<file path="config.mk">
export PLATFORM = sky130hd
export DESIGN_NAME = eth_rx_wb_writer
export DESIGN_NICKNAME = d
export VERILOG_FILES = /design/src/rtl/eth_rx_wb_writer.sv
export SDC_FILE = /design/constraint.sdc
export NUM_CORES = 1
export LEC_CHECK = 0
export ABC_CLOCK_PERIOD_IN_PS = 4030
export CAP_MARGIN = 10
export CORE_MARGIN = 2
export CORE_UTILIZATION = 57
export CTS_CLUSTER_SIZE = 30
export DETAILED_ROUTE_END_ITERATION = 8
export PLACE_DENSITY = 0.79
export RECOVER_POWER = 100
export SLEW_MARGIN = 10
export SYNTH_ARGS = -nofsm -noshare
export SYNTH_HDL_FRONTEND = slang
export SYNTH_SLANG_ARGS = --single-unit
</file>
<file path="constraint.sdc">
create_clock -name wb_clk_i -period 4.03 [get_ports wb_clk_i]
set_input_delay 0.806 -clock wb_clk_i [delete_from_list [all_inputs] [get_ports wb_clk_i]]
set_output_delay 0.806 -clock wb_clk_i [all_outputs]
set_load 0.02 [all_outputs]
</file>
<file path="src/rtl/eth_rx_wb_writer.sv">
// Packs the received Ethernet byte stream into little-endian words, writes them
// to an SRAM packet buffer over Wishbone, then writes a length header at the base.
module eth_rx_wb_writer #(
  parameter int FIFO_DEPTH = 4,
  parameter int MAX_BYTES  = 1536
) (
  input  logic        wb_clk_i,
  input  logic        wb_rst_i,
  input  logic [31:0] buf_base,
  input  logic [7:0]  rx_data,
  input  logic        rx_valid,
  input  logic        rx_sop,
  input  logic        rx_eop,
  output logic        rx_ready,
  output logic [31:0] wb_adr_o,
  output logic [31:0] wb_dat_o,
  output logic [3:0]  wb_sel_o,
  output logic        wb_we_o,
  output logic        wb_cyc_o,
  output logic        wb_stb_o,
  input  logic        wb_ack_i,
  input  logic        wb_err_i,
  output logic        pkt_done,
  output logic [15:0] pkt_len,
  output logic        pkt_trunc,
  output logic        pkt_err,
  output logic [2:0]  dbg_state
);

  localparam int AW = $clog2(FIFO_DEPTH);
  localparam int CW = AW + 1;

  typedef enum logic [2:0] {S_IDLE, S_RX, S_FLUSH, S_HDR, S_DONE} state_t;

  state_t      state;
  logic        run_q;
  logic [29:0] base_q;
  logic [29:0] dadr_q;
  logic [15:0] byte_cnt;
  logic [31:0] word_q;
  logic        part_q;
  logic        trunc_q;
  logic        err_q;

  logic [31:0]   mem [FIFO_DEPTH];
  logic [AW-1:0] wr_ptr;
  logic [AW-1:0] rd_ptr;
  logic [CW-1:0] count;
  logic          fifo_full;
  logic          fifo_empty;

  logic        acc;
  logic        start;
  logic        take;
  logic [15:0] cur_cnt;
  logic [1:0]  lane;
  logic        store;
  logic [31:0] new_word;
  logic        push;
  logic [31:0] push_data;
  logic        wb_done;
  logic        pop;
  logic        unused_base_lsbs;

  assign unused_base_lsbs = &{1'b0, buf_base[1:0]};
  assign dbg_state  = state;
  assign fifo_full  = (count == CW'(FIFO_DEPTH));
  assign fifo_empty = (count == '0);

  // Handshake: a byte transfers on any clock edge where rx_valid && rx_ready.
  assign rx_ready = run_q && ((state == S_IDLE) || ((state == S_RX) && !fifo_full));
  assign acc      = rx_valid && rx_ready;
  assign start    = acc && (state == S_IDLE) && rx_sop;
  assign take     = start || (acc && (state == S_RX));
  assign cur_cnt  = start ? 16'd0 : byte_cnt;
  assign lane     = cur_cnt[1:0];
  assign store    = (32'(cur_cnt) < MAX_BYTES);
  assign wb_done  = wb_cyc_o && (wb_ack_i || wb_err_i);
  assign pop      = wb_done && (state != S_HDR);

  always_comb begin
    new_word = (lane == 2'd0) ? 32'h0 : word_q;
    new_word[{lane, 3'b000} +: 8] = rx_data;
  end

  // A partial word still has to go out when the stream ends past MAX_BYTES.
  assign push      = take && ((store && ((lane == 2'd3) || rx_eop)) ||
                              (!store && rx_eop && part_q));
  assign push_data = store ? new_word : word_q;

  always_ff @(posedge wb_clk_i) begin
    if (push) mem[wr_ptr] <= push_data;
  end

  always_ff @(posedge wb_clk_i or negedge wb_rst_i) begin
    if (!wb_rst_i) begin
      wr_ptr <= '0;
      rd_ptr <= '0;
      count  <= '0;
    end else begin
      if (push) wr_ptr <= wr_ptr + 1'b1;
      if (pop)  rd_ptr <= rd_ptr + 1'b1;
      count <= count + CW'(push) - CW'(pop);
    end
  end

  always_ff @(posedge wb_clk_i or negedge wb_rst_i) begin
    if (!wb_rst_i) begin
      state     <= S_IDLE;
      run_q     <= 1'b0;
      base_q    <= '0;
      dadr_q    <= '0;
      byte_cnt  <= '0;
      word_q    <= '0;
      part_q    <= 1'b0;
      trunc_q   <= 1'b0;
      err_q     <= 1'b0;
      wb_adr_o  <= '0;
      wb_dat_o  <= '0;
      wb_sel_o  <= '0;
      wb_we_o   <= 1'b0;
      wb_cyc_o  <= 1'b0;
      wb_stb_o  <= 1'b0;
      pkt_done  <= 1'b0;
      pkt_len   <= '0;
      pkt_trunc <= 1'b0;
      pkt_err   <= 1'b0;
    end else begin
      run_q    <= 1'b1;
      wb_sel_o <= 4'hF;
      pkt_done <= 1'b0;

      if (wb_cyc_o && wb_err_i) err_q <= 1'b1;

      if (start) begin
        base_q  <= buf_base[31:2];
        dadr_q  <= buf_base[31:2] + 30'd1;
        trunc_q <= 1'b0;
        err_q   <= 1'b0;
      end

      if (take) begin
        byte_cnt <= (cur_cnt == 16'hFFFF) ? cur_cnt : cur_cnt + 16'd1;
        if (store) begin
          word_q <= new_word;
          part_q <= !((lane == 2'd3) || rx_eop);
        end else begin
          trunc_q <= 1'b1;
          if (rx_eop) part_q <= 1'b0;
        end
      end

      // Data master: one single write per FIFO word, idle cycle after each.
      if (wb_done) begin
        wb_cyc_o <= 1'b0;
        wb_stb_o <= 1'b0;
        wb_we_o  <= 1'b0;
        if (state != S_HDR) dadr_q <= dadr_q + 30'd1;
      end else if (!wb_cyc_o && !fifo_empty && (state != S_HDR)) begin
        wb_cyc_o <= 1'b1;
        wb_stb_o <= 1'b1;
        wb_we_o  <= 1'b1;
        wb_adr_o <= {dadr_q, 2'b00};
        wb_dat_o <= mem[rd_ptr];
      end

      case (state)
        S_IDLE:  if (start) state <= rx_eop ? S_FLUSH : S_RX;
        S_RX:    if (acc && rx_eop) state <= S_FLUSH;
        S_FLUSH: if (fifo_empty && !wb_cyc_o) state <= S_HDR;
        S_HDR: begin
          if (!wb_cyc_o) begin
            wb_cyc_o <= 1'b1;
            wb_stb_o <= 1'b1;
            wb_we_o  <= 1'b1;
            wb_adr_o <= {base_q, 2'b00};
            wb_dat_o <= {16'h0, byte_cnt};
          end else if (wb_done) begin
            state     <= S_DONE;
            pkt_done  <= 1'b1;
            pkt_len   <= byte_cnt;
            pkt_trunc <= trunc_q;
            pkt_err   <= err_q | wb_err_i;
          end
        end
        S_DONE:  state <= S_IDLE;
        default: state <= S_IDLE;
      endcase
    end
  end

endmodule

</file>
==> summary.txt <==
Die
  • Standard-cell rows: 59
  • # IOs: 141
  • Die Span Y: 165.8 µm
  • Core footprint: 25840 µm²
  • Die area: 27470 µm²
  • Die W: 165.8 µm
  • Starting Density: 57.72%

Final layout
  • Nets: 1432
  • Final cell count without fillers: 1731
  • Most frequent cells in the layout: dfrtp_1 (206), nand2_1 (179), edfxtp_1 (128)
  • Synthesis-to-layout area growth: 18.91%
  • Design Area, Final: 17730 µm²
  • Share of cells above drive strength 1: 11.25%
  • Commonest non-fill, non-tap cell in the layout: dfrtp_1
  • N_diodes: 0
  • Utilization after layout: 68.63%

Drt
  • Drc violations: 0
  • DRT Wirelength: 36330 µm
  • Antenna Nets Post-Route: 0
  • Detailed-route via count: 10.73k
  • TritonRoute pass-1 iters: 7
  • Wire length per cell: 20.99 µm
  • Initial DRC Count: 1046
  • Routed vias/inst: 6.198

Clocking
  • CTS Sinks: 336
  • Clock-pin slew on the worst setup and hold paths: 0.06 ns
  • Hold buffers post-CTS: 0
  • CTS tree: yes
  • Clk root buf: clkbuf_16
  • Post-CTS Repair Setup Buffers: 0
  • CTS max path bufs: 3
  • Htree depth: 2
  • Num CTS Buffers: 35
  • Skew-Pair Late Insertion Delay: 0.51 ns
  • Cts repair resizes: 0

Pwr
  • Leak pwr: 7.100 nW
  • Design Power: 13.03 mW
  • Worst vdd ir: 0.3894 mV
  • PwrDens: 735.0 nW/µm²

Worst setup path
  • Kind of critical path: in2reg
  • Worst path cell trace: dlygate4sd3_1, nor2b_1, nand2_1, nand2_1, inv_1, ha_1, a32o_1, inv_1, ha_1, inv_1, ha_1, fa_1, xnor2_1, xnor2_1
  • CP endpoint kind: register
  • Crit path arrival time: 4.17 ns
  • CP Data Required Time: 4.46 ns
  • Critical path peak fanout: 7
  • Crit-path slowest cell: dlygate4sd3_1
  • Setup crit start kind: input port
  • Max stage delay on crit path: 0.60 ns
  • CP top delay family: adder cells
  • CP bufs+invs: 4

Run status
  • Failing checks: capacitance limit, slew limit
  • Status: finished, violations left

Logic synthesis
  • Post-Syn Area: 14910 µm²
  • Share of async-settable or async-resettable flops after synthesis: 61.90%
  • Synth unique cells: 71
  • Top post-synthesis cells by area: dfrtp_1 (35%), edfxtp_1 (26%), mux4_2 (4.8%)
  • Primary FF master, synth: dfrtp_1
  • Yosys top cell by area: dfrtp_1
  • Syn Area/Cell: 12.08 µm²
  • Sequential area share after synthesis: 60.68%
  • Post-synth EDFFs: 128
  • Yosys reg bits: 336
  • Synth Warn #: 0
  • Mapped Cells: 1235
  • Synth top area share: 34.90%
  • Syn Nets: 1297

Place
  • Port buffer count: 138
  • Cell Count Post-Placement: 1668
  • Place WS: -0.1243 ns
  • GPL Wtd Cong: 0.8802
  • Post-DP HPWL: 23210 µm
  • Dpl cell area: 16730 µm²

STA
  • Period minus WS final: 3.745 ns
  • Clock Skew: 0.01536 ns
  • Fin worst setup slack: 0.2849 ns
  • Final setup viols: 0
  • Max Slew Vio Count: 256
  • Peak Freq: 267.0 MHz
  • Slew HR: -94.16%
  • TNS Setup: 0 ns
  • Worst-Margin Slew: 2.912 ns
  • Worst Hold Slack: 0.4760 ns
  • Final worst-path cycle share: 92.93%
  • Final hold viol count: 0
  • Unrepaired setup endpoints after global routing: false

Global routing
  • GR Overflow Total: 0
  • Total track usage: 26.57%
  • Vias in the first global route: 10.79k
  • First-pass GRT wire length: 58420 µm
  • Initial antenna violation count: 0
  • Pin count of the biggest net entering global routing: 110

Job
  • Total of max-cap violations: 4

Min path
  • Worst Hold Class: reg2reg
-- worst paths after layout --
path	end	startpoint	depth (start not counted)	slack [ns]
min	base_q[24]	base_q[24]	2	0.48
max in group asynchronous	rd_ptr[1]	wb_rst_i	1	0.91
min reg2reg	base_q[24]	base_q[24]	2	0.48
max	count[2]	rx_sop	14	0.28
max reg2reg	dadr_q[26]	dbg_state[0]	6	0.51
min in group asynchronous	wb_adr_o[15]	wb_rst_i	1	1.21
-- metal layers --
layer,GRT usage (%),wire length [µm]
met5,0,0
met4,9.452,1039
met3,4.743,2634
met2,44.49,18300
met1,35.37,14360
-- flip-flops by register name, summed over array words and instances, names as in the netlist, 2 cells and up, named ones only --
register,count
wb_adr_o,30
word_q,32
byte_cnt,16
mem,128
wb_dat_o,32
base_q,30
count,3
dbg_state,3
wr_ptr,2
dadr_q,30
rd_ptr,2
pkt_len,16
-- cell type report --
type | instances | area [µm²]
Sequential cell | 336 | 9051
Fill cell | 1841 | 8104
Multi-Input combinational cell | 798 | 5403
Timing Repair Buffer | 173 | 1607
Clock buffer | 51 | 1018
Tap cell | 335 | 419.2
Clock inverter | 12 | 137.6
Inverter | 26 | 97.59
-- tightest hold or removal path, stage by stage (launching register included) --
cell and delay, ns:
dfrtp_1 0.34, nand2_1 0.05, nand2_1 0.06
-- cell usage after synthesis (14+ instances only) --
cell	number
a211oi_1	18
a21oi_1	37
a22o_1	65
a31oi_1	14
and3_1	17
buf_1	16
clkbuf_1	44
dfrtp_1	208
edfxtp_1	128
ha_1	14
inv_1	24
mux2_2	21
mux4_2	32
nand2_1	179
nand3_1	30
nor2_1	122
nor3_1	14
o21ai_0	23
o22ai_1	37
xnor2_1	30
-- kinds of logic after synthesis --
kind of cell	share of synthesized area [%]
muxes	6.687
other	0.02515
buffers and inverters	2.777
AOI/OAI and AO/OA	12.06
xor gates and xnor gates	2.290
adders and majority gates	1.309
DFF	60.68
and+or+nand+nor	14.17
-- where the power goes --
group / switching (mW) / internal, mW / leakage [nW]
combinational: 2.57 / 1.87 / 2.76
sequential: 0.827 / 4.54 / 3.78
clock: 1.28 / 1.95 / 0.562
Note: power is estimated with default switching activity, not from simulation.
